<file path="src/rtl/alu_arbiter.sv">
// Two-requester round-robin front end for a shared combinational ALU.
// Accepts one operation at a time, issues it for one cycle, then holds the
// registered response for the owning requester until it is consumed.
module alu_arbiter #(
  parameter int unsigned WIDTH = 64
) (
  input  logic             clk,
  input  logic             rst_n,
  input  logic             req0_valid,
  output logic             req0_ready,
  input  logic [3:0]       req0_opt,
  input  logic [WIDTH-1:0] req0_a,
  input  logic [WIDTH-1:0] req0_b,
  input  logic             req1_valid,
  output logic             req1_ready,
  input  logic [3:0]       req1_opt,
  input  logic [WIDTH-1:0] req1_a,
  input  logic [WIDTH-1:0] req1_b,
  output logic [3:0]       alu_opt,
  output logic [WIDTH-1:0] alu_a,
  output logic [WIDTH-1:0] alu_b,
  input  logic [WIDTH-1:0] alu_result,
  input  logic             alu_zero,
  output logic             resp0_valid,
  input  logic             resp0_ready,
  output logic             resp1_valid,
  input  logic             resp1_ready,
  output logic [WIDTH-1:0] resp_result,
  output logic             resp_zero,
  output logic             resp_err,
  output logic             busy
);

  localparam logic [1:0] IDLE  = 2'd0;
  localparam logic [1:0] ISSUE = 2'd1;
  localparam logic [1:0] RESP  = 2'd2;

  logic [1:0]       r_state;
  logic             r_owner;   // requester holding the in-flight operation
  logic             r_last;    // requester granted most recently
  logic [3:0]       r_alu_opt;
  logic [WIDTH-1:0] r_alu_a;
  logic [WIDTH-1:0] r_alu_b;
  logic [WIDTH-1:0] r_resp_result;
  logic             r_resp_zero;
  logic             r_resp_err;

  logic             w_idle;
  logic             w_grant0;
  logic             w_grant1;
  logic [3:0]       w_sel_opt;
  logic [WIDTH-1:0] w_sel_a;
  logic [WIDTH-1:0] w_sel_b;
  logic             w_legal;
  logic             w_owner_ready;

  assign w_idle = (r_state == IDLE);

  // On a tie the requester that was not granted last wins
  assign w_grant0 = w_idle && req0_valid && (!req1_valid || r_last);
  assign w_grant1 = w_idle && req1_valid && (!req0_valid || !r_last);

  assign req0_ready = w_grant0;
  assign req1_ready = w_grant1;

  assign w_sel_opt = w_grant1 ? req1_opt : req0_opt;
  assign w_sel_a   = w_grant1 ? req1_a   : req0_a;
  assign w_sel_b   = w_grant1 ? req1_b   : req0_b;

  // Opcode legality for the operation being granted
  always_comb begin
    w_legal = 1'b0;
    case (w_sel_opt)
      4'b0000, 4'b0001, 4'b0010, 4'b0110, 4'b0111: w_legal = 1'b1;
      default:                                     w_legal = 1'b0;
    endcase
  end

  assign w_owner_ready = r_owner ? resp1_ready : resp0_ready;

  // Control FSM plus the ALU-side and response-side registers
  always_ff @(posedge clk or negedge rst_n) begin
    if (!rst_n) begin
      r_state       <= IDLE;
      r_owner       <= 1'b0;
      r_last        <= 1'b1;
      r_alu_opt     <= '0;
      r_alu_a       <= '0;
      r_alu_b       <= '0;
      r_resp_result <= '0;
      r_resp_zero   <= 1'b0;
      r_resp_err    <= 1'b0;
    end else begin
      case (r_state)
        IDLE: begin
          if (w_grant0 || w_grant1) begin
            r_owner <= w_grant1;
            r_last  <= w_grant1;
            if (w_legal) begin
              r_alu_opt <= w_sel_opt;
              r_alu_a   <= w_sel_a;
              r_alu_b   <= w_sel_b;
              r_state   <= ISSUE;
            end else begin
              // Illegal opcode bypasses the ALU; its ports keep prior values
              r_resp_result <= '0;
              r_resp_zero   <= 1'b0;
              r_resp_err    <= 1'b1;
              r_state       <= RESP;
            end
          end
        end
        ISSUE: begin
          r_resp_result <= alu_result;
          r_resp_zero   <= alu_zero;
          r_resp_err    <= 1'b0;
          r_state       <= RESP;
        end
        RESP: begin
          if (w_owner_ready) begin
            r_state <= IDLE;
          end
        end
        default: r_state <= IDLE;
      endcase
    end
  end

  assign alu_opt     = r_alu_opt;
  assign alu_a       = r_alu_a;
  assign alu_b       = r_alu_b;
  assign resp_result = r_resp_result;
  assign resp_zero   = r_resp_zero;
  assign resp_err    = r_resp_err;
  assign resp0_valid = (r_state == RESP) && !r_owner;
  assign resp1_valid = (r_state == RESP) && r_owner;
  assign busy        = !w_idle;

endmodule

</file>
<file path="config.mk">
export PLATFORM = sky130hd
export DESIGN_NAME = alu_arbiter
export DESIGN_NICKNAME = d
export VERILOG_FILES = /design/src/rtl/alu_arbiter.sv
export SDC_FILE = /design/constraint.sdc
export NUM_CORES = 1
export LEC_CHECK = 0
export ABC_AREA = 0
export BUFFER_PORTS_ARGS = -buffer_cell sky130_fd_sc_hd__buf_2
export CAP_MARGIN = 5
export CORE_AREA = 2 2 211 213
export CTS_CLUSTER_SIZE = 28
export DETAILED_ROUTE_END_ITERATION = 7
export DIE_AREA = 0 0 213 215
export PLACE_DENSITY = 0.48
export RECOVER_POWER = 50
export SETUP_SLACK_MARGIN = 0.1
export SYNTH_ARGS = -nofsm -noshare
export SYNTH_HDL_FRONTEND = slang
export SYNTH_SLANG_ARGS = --single-unit
</file>
<file path="constraint.sdc">
create_clock -name clk -period 2.6 [get_ports clk]
set_clock_uncertainty 0.1 [all_clocks]
set_input_delay 0 -clock clk [delete_from_list [all_inputs] [get_ports clk]]
set_output_delay 0 -clock clk [all_outputs]
set_load 0.03 [all_outputs]
</file>
# Word-level counts from Yosys, hierarchy flattened
# Index checks and enable logic that the tools add are counted.
classes:
  n_eq_ne: 9
  muxes: 18
  n_reduce_logical: 22
op_table:
  columns: ["op", "n"]
  rows:
  - ["64-bit two-way mux", 4]
  - ["64-bit case mux with 2 select lines", 1]
  - ["4-bit by 3-bit equality test with 1-bit output, second input constant", 2]
  - ["1-bit logical AND", 6]
  - ["1-bit two-way mux", 6]
  - ["2-bit two-way mux", 3]
  - ["2-bit case mux with 3 select lines", 1]
  - ["3-bit AND reduction", 2]
  - ["1-bit zero test", 5]
  - ["5-bit OR reduction", 1]
  - ["4-bit by 1-bit equality test with 1-bit output, second input constant", 1]
  - ["4-bit by 2-bit equality test with 1-bit output, second input constant", 1]
  - ["4-bit zero test", 1]
  - ["4-bit two-way mux", 1]
  - ["2-bit inequality test, second input constant", 2]
  - ["1-bit case mux with 2 select lines", 2]
  - ["2-bit AND reduction", 2]
  - ["1-bit logical OR", 3]
  - ["2-bit by 1-bit equality test with 1-bit output, second input constant", 1]
  - ["2-bit equality test, second input constant", 1]
  - ["2-bit zero test", 1]
  - ["2-bit by 1-bit inequality test with 1-bit output, second input constant", 1]
  - ["2-bit nonzero test", 1]
word_totals:
  word_cells: 58
  out_inout_bits: 203
  register_bits: 202
  in_bits: 335

# Longest topological paths before layout
depth:
  ltp_word: 10
  mapped_depth: 8

# Worst setup path before layout
# Ideal clock, no wire load.
synth_timing:
  path_type: "register to register"
  from: "register r_last"
  to: "register r_alu_a[0], in the netlist alu_a[0]"
  stages_incl_launch_ff: 8
  path_slack_ns: 0.438
  arrival_time_ns: 1.934
  setup_ns: 0.127
  path_cell_list: "dfstp_2 > nand2_1 > a221oi_1 > o21ai_1 > nor3_2 > buf_4 > buf_6 > mux2_1"
synth_via:
  elab_chain_len: 8
  elab_cells_between_ends: 16
  cone_classes: "eq/ne (4); mux (3); reduce/logical (9)"
synth_rtl:
  columns: ["item", "line", "text"]
  rows:
  - ["start: declaration", "40", "logic r_last;"]
  - ["start signal: assignment", "98", "r_last <= w_grant1;"]
  - ["1-bit zero test", "61", "assign w_grant1 = w_idle && req1_valid && (!req0_valid || !r_last);"]
  - ["1-bit logical OR", "61", null]
  - ["1-bit logical AND", "61", null]
  - ["4-bit two-way mux", "66", "assign w_sel_opt = w_grant1 ? req1_opt : req0_opt;"]
  - ["4-bit by 1-bit equality test with 1-bit output (tied with other cells)", "73", "case (w_sel_opt)"]
  - ["5-bit OR reduction", "73", null]
  - ["1-bit two-way mux", "73", null]
  - ["3-bit AND reduction (no source line)", null, null]
  - ["end signal: assignment", "101", "r_alu_a <= w_sel_a;"]
  - ["end: declaration", "42", "logic [WIDTH-1:0] r_alu_a;"]
# Several ways; a longest one is shown, not always the timed one.
# A chain may end at the register's enable or synchronous reset.

# Final worst setup path
layout_timing:
  from: "register r_state[0]"
  to: "register r_alu_b[40], in the netlist alu_b[40]"
layout_via:
  elab_chain_len: 8
  elab_cells_between_ends: 16
  cone_classes: "eq/ne (4); mux (3); reduce/logical (9)"
layout_rtl:
  columns: ["item", "line", "text"]
  rows:
  - ["start: declaration", "38", "logic [1:0] r_state;"]
  - ["start signal: assignment", "84", "r_state <= IDLE;"]
  - ["start signal: assignment", "103", "r_state <= ISSUE;"]
  - ["start signal: assignment", "109", "r_state <= RESP;"]
  - ["2-bit zero test *", "57, 94", null]
  - ["1-bit logical AND (2 in a row)", "61", null]
  - ["4-bit two-way mux", "66", null]
  - ["4-bit by 1-bit equality test with 1-bit output (tied with other cells)", "73", null]
  - ["5-bit OR reduction", "73", null]
  - ["1-bit two-way mux", "73", null]
  - ["3-bit AND reduction (no source line)", null, null]
  - ["end signal: assignment", "102", "r_alu_b <= w_sel_b;"]
  - ["end: declaration", "43", "logic [WIDTH-1:0] r_alu_b;"]
# Mark *: on every way between the ends. The rest lies on a longest branch, timed or not.

==> impl_metrics.toml <==
[global_route]
grt_pass1_vias = 10410
grt_max_degree = 132
grt_usage_pct = 15.62
antenna_found_initial = 5
grt_overflow = 0
grt_pass1_wl_um = 56340

[timing]
hold_violations = 0
max_freq_ghz = 0.4070
finalSetupViolCount = 0
fin_crit_ps = 2457
tightest_slew_ps = 1268
finalSetupTns_ps = 0
timing.final.crit_share_pct = 94.50
rsz0062_at_grt = "yes"
slew_headroom_pct = 15.44
setup_ws_ps = 143.0
drv_slew = 0
holdWs_ps = 51.68

[worst_setup_path]
worstPathMaxFanout = 66
startpoint = "r_state[0]$_DFFE_PN0P_"
cpMaxStageDelayCell = "dlygate4sd3_1"
critical_path_arrival_ps = 2760
start_kind = "flip-flop"
path_delay_family = "buffers and inverters"
endpoint_kind = "flip-flop"
worst-path-buf-inv = 2
cp.required_ps = 2900
critical_path_class = "reg2reg"
r2r-start = "r_state[0]$_DFFE_PN0P_"
slowest_delay_ps = 550
crit_chain = "nor2_4 -> nand3_4 -> buf_16 -> nand2_1 -> nand2_1 -> dlygate4sd3_1 -> mux2_1"
path_common_cell = "nand2_1"

[clock_network]
cts_buffers = 23
clkTransAtPathRegs_ps = 60
clock_path_buffers = 3
cts_tree = "built"
cts_root_buf = "clkbuf_16"
insertion_delay_ps = 510
clkSinkCount = 202
htreeDepth = 1

[floorplan]
die_w_um = 213
rows = 77
start_util_pct = 20.77
die_h_um = 215
die-area_mm2 = 0.04580
ios = 538
core_mm2 = 0.04364

[synth]
ys_ff_latch = 202
synth_edf_count = 0
synth_warnings = 0
yosysSeqAreaShare_pct = 55.78
ys_types = 27
syn_avg_cell_area_um2 = 10.35
async_flop_share_pct = 100.0
syn-cell-area_mm2 = 0.009064
synth_flop_cell = "dfrtp_1"
synth_fp_nets = 1211
syn_inst = 876

[power]
p_leak_nw = 8.479
p_total_mw = 17.42
powerDensity_mw_per_mm2 = 1044
vdd_ir_drop_max_mv = 0.4893

[hold_path]
hold_class = "in2reg"
min_from = "req0_opt[3]"

[finish]
fillCellCount = 4349
drive_gt1_share_pct = 32.90
final_common_cell = "buf_2"
fin_nets = 2093
area_delta_synth_final_pct = 84.18
final_cells = 2370
mostFrequentLayoutCells = "buf_2 (435), nand2_1 (383), dlygate4sd3_1 (333), dfrtp_1 (201), clkbuf_1 (112)"

[routing]
wl_per_cell_um = 15.89
drt_iter0_markers = 316
final_antenna_net_count = 0
detail_route.drc_violations = 0
drtPass1Iterations = 4
num_vias = 9851
wirelength_um = 37660
vias_per_cell = 4.157

[place]
place_ws_ps = 277.7
io_buffers = 537
place.gp.congestion = 0.8148
dp.cells = 1986
hpwl_um = 25720

[status]
status = "completed"

[flow_run]
maxCapViolCount = 0
[synthesized netlist by cell type, drive strengths merged (2+ instances only)]
| library cell | count | area (um2) |
|---|---|---|
| nand2 | 386 | 1449 |
| dfrtp | 201 | 5030 |
| mux2 | 134 | 1509 |
| a22o | 65 | 569.3 |
| clkbuf | 37 | 138.9 |
| buf | 19 | 141.4 |
| inv | 6 | 22.52 |
| nor2 | 6 | 30.03 |
| a21oi | 5 | 25.02 |
| a31oi | 2 | 12.51 |
| mux2i | 2 | 20.02 |
| nand3b | 2 | 15.01 |
| o21ai | 2 | 10.01 |
[final timing paths]
kind | slack, ps | depth (start not counted) | to
worst max-delay path | 140 | 7 | alu_b[40]$_DFFE_PN0P_
worst min-delay path | 50 | 5 | r_state[0]$_DFFE_PN0P_
worst max register to register | 140 | 7 | alu_b[40]$_DFFE_PN0P_
worst min register to register | 380 | 1 | alu_b[55]$_DFFE_PN0P_
max in group asynchronous | 500 | 3 | resp_result[10]$_DFFE_PN0P_
min in group asynchronous | 630 | 3 | alu_b[28]$_DFFE_PN0P_
[flip-flops by register name (all words and copies together), names as in the netlist]
register / count
r_owner: 1
alu_b: 64
alu_opt: 4
r_state: 2
r_last: 1
resp_err: 1
resp_zero: 1
resp_result: 64
alu_a: 64
[worst min-delay path: stages]
cell      delay (ps)
buf_2             80
a221oi_1          40
o21ai_1          250
nor3_4            80
buf_12           160
[power by group]
part           switching [mW]  leakage (nW)  internal [mW]
combinational            5.57          5.57           3.34
clock                    1.32         0.372           1.90
sequential              0.759          2.53           4.52
total                    7.65          8.48           9.77
[metal layers]
layer / wire, um / track usage [%] / vias to the layer above
met5: 0 / 0 / -
met3: 3045 / 3.916 / 83
li1: - / - / 4671
met1: 14380 / 16.84 / 4636
met4: 1996 / 8.601 / 0
met2: 18240 / 27.72 / 461
[kinds of logic after synthesis]
group	share of synthesized area (%)
AOI/OAI and AO/OA	6.902
buffers and inverters	3.341
DFF	55.78
muxes	16.87
and+or+nand+nor	17.10
[layout make-up]
| class | count | area (um2) | area share, % |
|---|---|---|---|
| Antenna cell | 3 | 7.507 | 0.04497 |
| Tap cell | 592 | 740.7 | 4.437 |
| Timing Repair Buffer | 913 | 6366 | 38.14 |
| Sequential cell | 202 | 5056 | 30.29 |
| Clock buffer | 35 | 680.7 | 4.077 |
| Clock inverter | 7 | 67.56 | 0.4047 |
| Multi-Input combinational cell | 612 | 3750 | 22.46 |
| Inverter | 6 | 25.02 | 0.1499 |
[through the flow]
step | util (%) | cell area, um2
floorplan | - | 9064
global placement | 29.03 | 12670
detailed placement | 29.03 | 12670
CTS | 38.45 | 16780
global route | 38.25 | 16690
finish | 38.25 | 16690
[timing repair]
action	4_1_cts	5_1_grt
endpoints found under the hold margin	400	0
hold buffers	334	0
gates resized for setup	0	9
endpoints found under the setup margin	0	83
buffers inserted	0	4
No activity file was read; power rests on OpenSTA's default activity.
